File: src/rtl/ff_ctrl_pkg.sv
// Shared definitions for the flip-flop conversion self-test controller.
//   - ctrl_state_e   : controller FSM states
//   - Lfsr*          : LFSR width and feedback taps (x^8 feedback from bits 7,5,4,3)
//   - Lane*          : lane index constants into the 3-bit lane Q vector
//   - sanitise_seed  : maps an all-zero seed to 8'h01 so the LFSR can never lock up
//   - lfsr_step      : one left-shift step of the LFSR
package ff_ctrl_pkg;

   typedef enum logic [2:0] {
      StIdle,
      StPrime,
      StRun,
      StCheck,
      StDone,
      StFail
   } ctrl_state_e;

   localparam int unsigned LfsrWidth = 8;
   localparam logic [LfsrWidth-1:0] LfsrTaps = 8'b1011_1000;

   localparam int unsigned NumLanes = 3;
   localparam int unsigned LaneSr   = 0;
   localparam int unsigned LaneJk   = 1;
   localparam int unsigned LaneT    = 2;

   function automatic logic [LfsrWidth-1:0] sanitise_seed(input logic [LfsrWidth-1:0] seed);
      return (seed == '0) ? {{(LfsrWidth-1){1'b0}}, 1'b1} : seed;
   endfunction

   function automatic logic [LfsrWidth-1:0] lfsr_step(input logic [LfsrWidth-1:0] cur);
      return {cur[LfsrWidth-2:0], ^(cur & LfsrTaps)};
   endfunction

endpackage

File: src/rtl/ff_conv_lanes.sv
// Three D-equivalent flip-flop lanes built from other flip-flop types.
//   SR lane : S = D, R = ~D
//   JK lane : J = D, K = ~D
//   T lane  : T = D ^ Q
// Ports:
//   clk_i   : clock, rising edge
//   rst_ni  : asynchronous active-low reset, clears all lanes
//   clr_i   : synchronous clear of all lanes (wins over en_i)
//   en_i    : capture enable; lanes hold when low
//   d_i     : common D input
//   q_o     : lane outputs, indexed by LaneSr/LaneJk/LaneT
module ff_conv_lanes
   import ff_ctrl_pkg::*;
(
   input  logic                clk_i,
   input  logic                rst_ni,
   input  logic                clr_i,
   input  logic                en_i,
   input  logic                d_i,
   output logic [NumLanes-1:0] q_o
);

   logic [NumLanes-1:0] q_q, q_d;
   logic s, r, j, k, t;

   always_comb begin
      s = d_i;
      r = ~d_i;
      j = d_i;
      k = ~d_i;
      t = d_i ^ q_q[LaneT];

      q_d = q_q;
      // Characteristic equations of each flip-flop type.
      q_d[LaneSr] = s | (~r & q_q[LaneSr]);
      q_d[LaneJk] = (j & ~q_q[LaneJk]) | (~k & q_q[LaneJk]);
      q_d[LaneT]  = q_q[LaneT] ^ t;
   end

   always_ff @(posedge clk_i or negedge rst_ni) begin
      if (!rst_ni) begin
         q_q <= '0;
      end else if (clr_i) begin
         q_q <= '0;
      end else if (en_i) begin
         q_q <= q_d;
      end
   end

   assign q_o = q_q;

endmodule

File: src/rtl/ff_conv_selftest_ctrl.sv
// Bring-up / BIST controller for the D-equivalent flip-flop lanes.
// On start it clears the lanes, drives N_VECTORS vectors (LFSR bit 0 or d_ext_i) into
// all three lanes and a golden D register, and compares every lane against golden
// one cycle after each drive. Reports pass, or the first failing vector and lane mask.
// Ports:
//   clk_i, rst_ni      : clock (rising edge), asynchronous active-low reset
//   start_i            : start pulse, accepted in idle/done/fail only
//   abort_i            : return to idle from any busy state
//   use_ext_i, d_ext_i : D source select (latched at start) and external D
//   fault_inj_i        : per-lane XOR into the compare path (bit0 SR, bit1 JK, bit2 T)
//   busy_o, done_o     : run in progress / result available
//   pass_o             : run completed without mismatch
//   fail_idx_o         : first mismatching vector index
//   fail_mask_o        : lanes mismatching at fail_idx_o
//   d_drive_o          : D currently presented to the lanes
//   q_sr_o/q_jk_o/q_t_o: raw lane outputs
module ff_conv_selftest_ctrl
   import ff_ctrl_pkg::*;
#(
   parameter int unsigned    N_VECTORS = 64,
   parameter logic [7:0]     LFSR_SEED = 8'hA5
) (
   input  logic       clk_i,
   input  logic       rst_ni,
   input  logic       start_i,
   input  logic       abort_i,
   input  logic       use_ext_i,
   input  logic       d_ext_i,
   input  logic [2:0] fault_inj_i,
   output logic       busy_o,
   output logic       done_o,
   output logic       pass_o,
   output logic [7:0] fail_idx_o,
   output logic [2:0] fail_mask_o,
   output logic       d_drive_o,
   output logic       q_sr_o,
   output logic       q_jk_o,
   output logic       q_t_o
);

   localparam logic [LfsrWidth-1:0] SeedSafe = sanitise_seed(LFSR_SEED);
   localparam logic [7:0]           LastIdx  = 8'(N_VECTORS - 1);

   ctrl_state_e          state_q, state_d;
   logic [LfsrWidth-1:0] lfsr_q, lfsr_d;
   logic [7:0]           count_q, count_d;
   logic                 golden_q, golden_d;
   logic                 use_ext_q, use_ext_d;
   logic                 pass_q, pass_d;
   logic [7:0]           fail_idx_q, fail_idx_d;
   logic [2:0]           fail_mask_q, fail_mask_d;

   logic                lane_clr, lane_en;
   logic                d_sel, d_drive;
   logic [NumLanes-1:0] lane_q;
   logic                cmp_active;
   logic [NumLanes-1:0] mismatch;

   ff_conv_lanes u_lanes (
      .clk_i  (clk_i),
      .rst_ni (rst_ni),
      .clr_i  (lane_clr),
      .en_i   (lane_en),
      .d_i    (d_drive),
      .q_o    (lane_q)
   );

   assign d_sel = use_ext_q ? d_ext_i : lfsr_q[0];

   // The first RUN cycle has nothing captured yet; afterwards count_q-1 is the vector
   // sitting in the lanes. In CHECK the last vector is compared.
   assign cmp_active = ((state_q == StRun) && (count_q != 8'd0)) || (state_q == StCheck);
   assign mismatch   = cmp_active ? ((lane_q ^ fault_inj_i) ^ {NumLanes{golden_q}}) : '0;

   always_comb begin
      state_d     = state_q;
      lfsr_d      = lfsr_q;
      count_d     = count_q;
      golden_d    = golden_q;
      use_ext_d   = use_ext_q;
      pass_d      = pass_q;
      fail_idx_d  = fail_idx_q;
      fail_mask_d = fail_mask_q;
      lane_clr    = 1'b0;
      lane_en     = 1'b0;
      d_drive     = 1'b0;

      case (state_q)
         StIdle, StDone, StFail: begin
            if (start_i) begin
               state_d     = StPrime;
               use_ext_d   = use_ext_i;
               pass_d      = 1'b0;
               fail_idx_d  = '0;
               fail_mask_d = '0;
            end
         end

         StPrime: begin
            if (abort_i) begin
               state_d     = StIdle;
               pass_d      = 1'b0;
               fail_idx_d  = '0;
               fail_mask_d = '0;
            end else begin
               state_d  = StRun;
               lane_clr = 1'b1;
               golden_d = 1'b0;
               lfsr_d   = SeedSafe;
               count_d  = '0;
            end
         end

         StRun: begin
            d_drive = d_sel;
            if (abort_i) begin
               state_d     = StIdle;
               pass_d      = 1'b0;
               fail_idx_d  = '0;
               fail_mask_d = '0;
            end else if (|mismatch) begin
               // Lanes freeze on the failing vector for post-mortem inspection.
               state_d     = StFail;
               fail_idx_d  = count_q - 8'd1;
               fail_mask_d = mismatch;
            end else begin
               lane_en  = 1'b1;
               golden_d = d_sel;
               lfsr_d   = lfsr_step(lfsr_q);
               count_d  = count_q + 8'd1;
               if (count_q == LastIdx) begin
                  state_d = StCheck;
               end
            end
         end

         StCheck: begin
            if (abort_i) begin
               state_d     = StIdle;
               pass_d      = 1'b0;
               fail_idx_d  = '0;
               fail_mask_d = '0;
            end else if (|mismatch) begin
               state_d     = StFail;
               fail_idx_d  = count_q - 8'd1;
               fail_mask_d = mismatch;
            end else begin
               state_d = StDone;
               pass_d  = 1'b1;
            end
         end

         default: state_d = StIdle;
      endcase
   end

   always_ff @(posedge clk_i or negedge rst_ni) begin
      if (!rst_ni) begin
         state_q     <= StIdle;
         lfsr_q      <= SeedSafe;
         count_q     <= '0;
         golden_q    <= 1'b0;
         use_ext_q   <= 1'b0;
         pass_q      <= 1'b0;
         fail_idx_q  <= '0;
         fail_mask_q <= '0;
      end else begin
         state_q     <= state_d;
         lfsr_q      <= lfsr_d;
         count_q     <= count_d;
         golden_q    <= golden_d;
         use_ext_q   <= use_ext_d;
         pass_q      <= pass_d;
         fail_idx_q  <= fail_idx_d;
         fail_mask_q <= fail_mask_d;
      end
   end

   assign busy_o      = (state_q == StPrime) || (state_q == StRun) || (state_q == StCheck);
   assign done_o      = (state_q == StDone) || (state_q == StFail);
   assign pass_o      = pass_q;
   assign fail_idx_o  = fail_idx_q;
   assign fail_mask_o = fail_mask_q;
   assign d_drive_o   = d_drive;
   assign q_sr_o      = lane_q[LaneSr];
   assign q_jk_o      = lane_q[LaneJk];
   assign q_t_o       = lane_q[LaneT];

endmodule

File: config.mk
export PLATFORM = sky130hd
export DESIGN_NAME = ff_conv_selftest_ctrl
export DESIGN_NICKNAME = d
export VERILOG_FILES = /design/src/rtl/ff_ctrl_pkg.sv /design/src/rtl/ff_conv_lanes.sv /design/src/rtl/ff_conv_selftest_ctrl.sv
export SDC_FILE = /design/constraint.sdc
export NUM_CORES = 1
export LEC_CHECK = 0
export CORE_MARGIN = 4
export CORE_UTILIZATION = 48
export DETAILED_ROUTE_END_ITERATION = 10
export MAX_ROUTING_LAYER = met4
export PLACE_DENSITY = 0.75
export RECOVER_POWER = 50
export SLEW_MARGIN = 30
export SYNTH_ARGS = -nofsm -noshare
export SYNTH_HDL_FRONTEND = slang
export SYNTH_HIERARCHICAL = 1
export SYNTH_SLANG_ARGS = --single-unit
File: constraint.sdc
create_clock -name clk_i -period 2.2 [get_ports clk_i]
set_clock_uncertainty 0.2 [all_clocks]
set_input_delay 0.44 -clock clk_i [delete_from_list [all_inputs] [get_ports clk_i]]
set_output_delay 0.44 -clock clk_i [all_outputs]
set_load 0.005 [all_outputs]
==> flow_summary.yaml <==
outcome:
  status: "finished, violations left"
  failed_checks: "negative setup slack"
timing:
  timing.final.crit_share_pct: 101.7
  maxSlewViolCount: 0
  final.setup.worst_slack_ps: -36.41
  finalCriticalPeriod_ps: 2236
  hold_ws_ps: 292.4
  setup_violations: 3
  worst_pin_slew_ps: 867.2
  rsz0062_at_grt: "yes"
  slew_headroom_pct: 42.19
  final-hold-violation-count: 0
  fmax_mhz: 447.1
clocking:
  cts-root-buf: "clkbuf_8"
  postCtsHoldBufs: 0
  clock-sinks: 35
  cts_buffers: 5
  clock_latency_ps: 290
  cts_buffer_depth: 2
  path_clk_slew_ps: 80
  cts_max_level: 2
  cts_tree: "done"
power_and_ir_drop:
  p_comb_share_pct: 51.1
  ir_drop_uv: 632.8
  internal_power_mw: 1.954
  p_clk_share_pct: 15.9
  powerDensity_mw_per_mm2: 1158
  swShare_pct: 35.66
  power_leakage_nw: 1.166
  p_sw_mw: 1.083
  sequentialPowerShare_pct: 33.0
synth:
  syn_avg_cell_area_um2: 9.881
  syn_nets: 196
  ys_seq_elements: 35
  ys_warn_count: 6
  ys_seq_area_share_pct: 48.19
  netlist_instances: 185
  async_flop_share_pct: 100.0
  netlist_area_mm2: 0.001828
  synth_ff_type: "dfrtp_1"
  synth_edf_count: 0
  synth_cell_type_count: 40
setup_path:
  critPathArrivalTime_ps: 2210
  cp-startpoint: "u_lanes/q_o[2]$_DFFE_PN0P_"
  crit_slowest_cell: "or4_4"
  crit_chain: "xor2_4, or4_4, and3_4, or4b_4, mux2i_1"
  crit_required_ps: 2180
  max_stage_delay_ps: 530
  crit_type: "reg -> reg"
  r2r_slack_ps: -40
  crit_path_max_fanout: 6
  r2r-start: "u_lanes/q_o[2]$_DFFE_PN0P_"
  cp-start-kind: "flop"
  cp-end-kind: "flop"
floorplan:
  dieHeight_um: 69.71
  coreArea_mm2: 0.003661
  row_count: 22
  io-pin-count: 27
  start_util_pct: 49.93
  die_x_um: 69.71
  die_area_mm2: 0.004859
global_routing:
  grt_busiest_layer: "met2"
  grt_usage_pct: 21.72
  grt_pass1_vias: 1745
  grt-ovfl-total: 0
  grt_max_degree: 36
  met2_usage_pct: 35.81
  antenna_found_initial: 0
  grt_pass1_wl_mm: 8.245
  gr-usage-met3_pct: 3.478
  met1_usage_pct: 26.15
route:
  wire_per_inst_um: 15.78
  first_pass_iters: 4
  drt-total-wl_mm: 4.656
  first_iter_violations: 156
  vias_per_cell: 5.566
  vias: 1642
  drc: 0
  ant_nets: 0
finish:
  area_growth_pct: 43.46
  drive_gt1_share_pct: 29.55
  final_nets: 257
  antenna_cells: 0
  fin_util_pct: 71.63
placed_design:
  dp_hpwl_mm: 3.119
  gp_congestion: 0.9225
  numPortBuffers: 26
min_path:
  worstHoldStart: "fail_idx_o[7]$_DFFE_PN0P_"
  hp-class: "reg -> reg"
flow_run:
  max_cap_viol_count: 0
power groups by stage:
stage          clock [mW]  combinational [mW]  sequential, mW
2_1_floorplan           0               0.730           0.995
3_3_place_gp            0                1.30            1.00
3_5_place_dp            0                1.34            1.01
4_1_cts             0.492                1.50           0.995
5_1_grt             0.513                1.70            1.03
6_report            0.482                1.55            1.00
routing by layer:
| metal | vias to the layer above | part of all wire [%] |
|---|---|---|
| li1 | 764 | - |
| met1 | 805 | 41 |
| met2 | 54 | 52 |
| met3 | 19 | 4.3 |
| met4 | 0 | 3.0 |
| met5 | - | 0 |
flip-flops by register name, summed over array words and instances (netlist names):
name	flops
count_q	8
fail_idx_o	8
fail_mask_o	3
golden_q	1
lfsr_q	8
pass_o	1
state_q	3
u_lanes/q_o	2
use_ext_q	1
layout by cell type (no fill, tap or decap), types with 4 or more instances in the layout:
master | Yosys | final
clkbuf_8 | 0 | 6
or3_1 | 6 | 6
buf_4 | 1 | 34
buf_6 | 0 | 4
nand2_1 | 24 | 24
mux2i_1 | 5 | 5
clkdlybuf4s50_1 | 0 | 20
dfstp_2 | 4 | 4
xnor2_1 | 9 | 9
dfrtp_1 | 31 | 29
o2bb2ai_1 | 11 | 9
o21ai_0 | 14 | 13
nand2b_1 | 11 | 11
a21oi_1 | 8 | 7
nor2_1 | 8 | 8
inv_1 | 4 | 4
stage by stage:
stage | total power [mW] | setup WS, ps | std cells | TNS (ps) | cell area (µm²)
floorplan | 1.725 | -31.62 | 185 | -96.92 | 1859
global placement | 2.304 | -673.9 | 279 | -17850 | 2371
detailed placement | 2.354 | -746.5 | 279 | -19990 | 2371
CTS | 2.984 | -57.88 | 295 | -128.8 | 2571
global route | 3.249 | -114.3 | 295 | -1171 | 2623
finish | 3.038 | -36.41 | 295 | -77.60 | 2623
worst max-delay path: cells and delay by family, from the launching register on:
family	cells	cell delay, ps
xor+xnor	1	160
flops	1	440
mux	1	130
simple gates	3	1210
final cells by class:
| class | instances | area [µm²] |
|---|---|---|
| Clock buffer | 7 | 86.33 |
| Clock inverter | 1 | 5.005 |
| Fill cell | 258 | 1039 |
| Inverter | 5 | 18.77 |
| Multi-Input combinational cell | 133 | 983.4 |
| Sequential cell | 35 | 883.3 |
| Tap cell | 48 | 60.06 |
| Timing Repair Buffer | 66 | 585.6 |
cells by family (layout without fill, tap and decap cells):
| family | after synthesis | after routing | share of synthesized area (%) |
|---|---|---|---|
| and+or+nand+nor | 70 | 70 | 21.29 |
| AOI/OAI and AO/OA | 41 | 41 | 15.06 |
| DFF | 35 | 35 | 48.19 |
| buffers and inverters | 17 | 79 | 4.038 |
| xor gates and xnor gates | 14 | 14 | 6.708 |
| muxes | 6 | 6 | 3.354 |
| adders and majority gates | 2 | 2 | 1.369 |
worst paths after layout:
path                                                  end  cells after the start
min in group asynchronous       fail_idx_o[5]$_DFFE_PN0P_                      2
worst max-delay path               count_q[2]$_DFFE_PN0P_                      5
worst max register to register     count_q[2]$_DFFE_PN0P_                      5
worst min register to register  fail_idx_o[7]$_DFFE_PN0P_                      1
max in group asynchronous          state_q[0]$_DFFE_PN0P_                      2
worst min-delay path            fail_idx_o[7]$_DFFE_PN0P_                      1
what timing repair did:
| item | CTS | global route |
|---|---|---|
| resized for setup | 19 | 10 |
| pin swaps | 6 | 3 |
| setup endpoints to repair | 36 | 31 |
| buffers inserted | 7 | 0 |
| hold endpoints to repair | 0 | 0 |
| cloned | 1 | 0 |
Yosys cell counts, drive strengths merged, types with 6 or more instances:
cell type	count	share of area (%)
clkbuf	6	1.2
o2bb2ai	11	5.3
nor2	8	1.6
dfrtp	31	42
o21ai	15	4.1
or3	6	2.1
nand2	24	4.9
buf	6	1.8
a21oi	8	2.2
nand2b	11	3.8
xnor2	9	4.3
No activity file was read; power rests on OpenSTA's default activity.
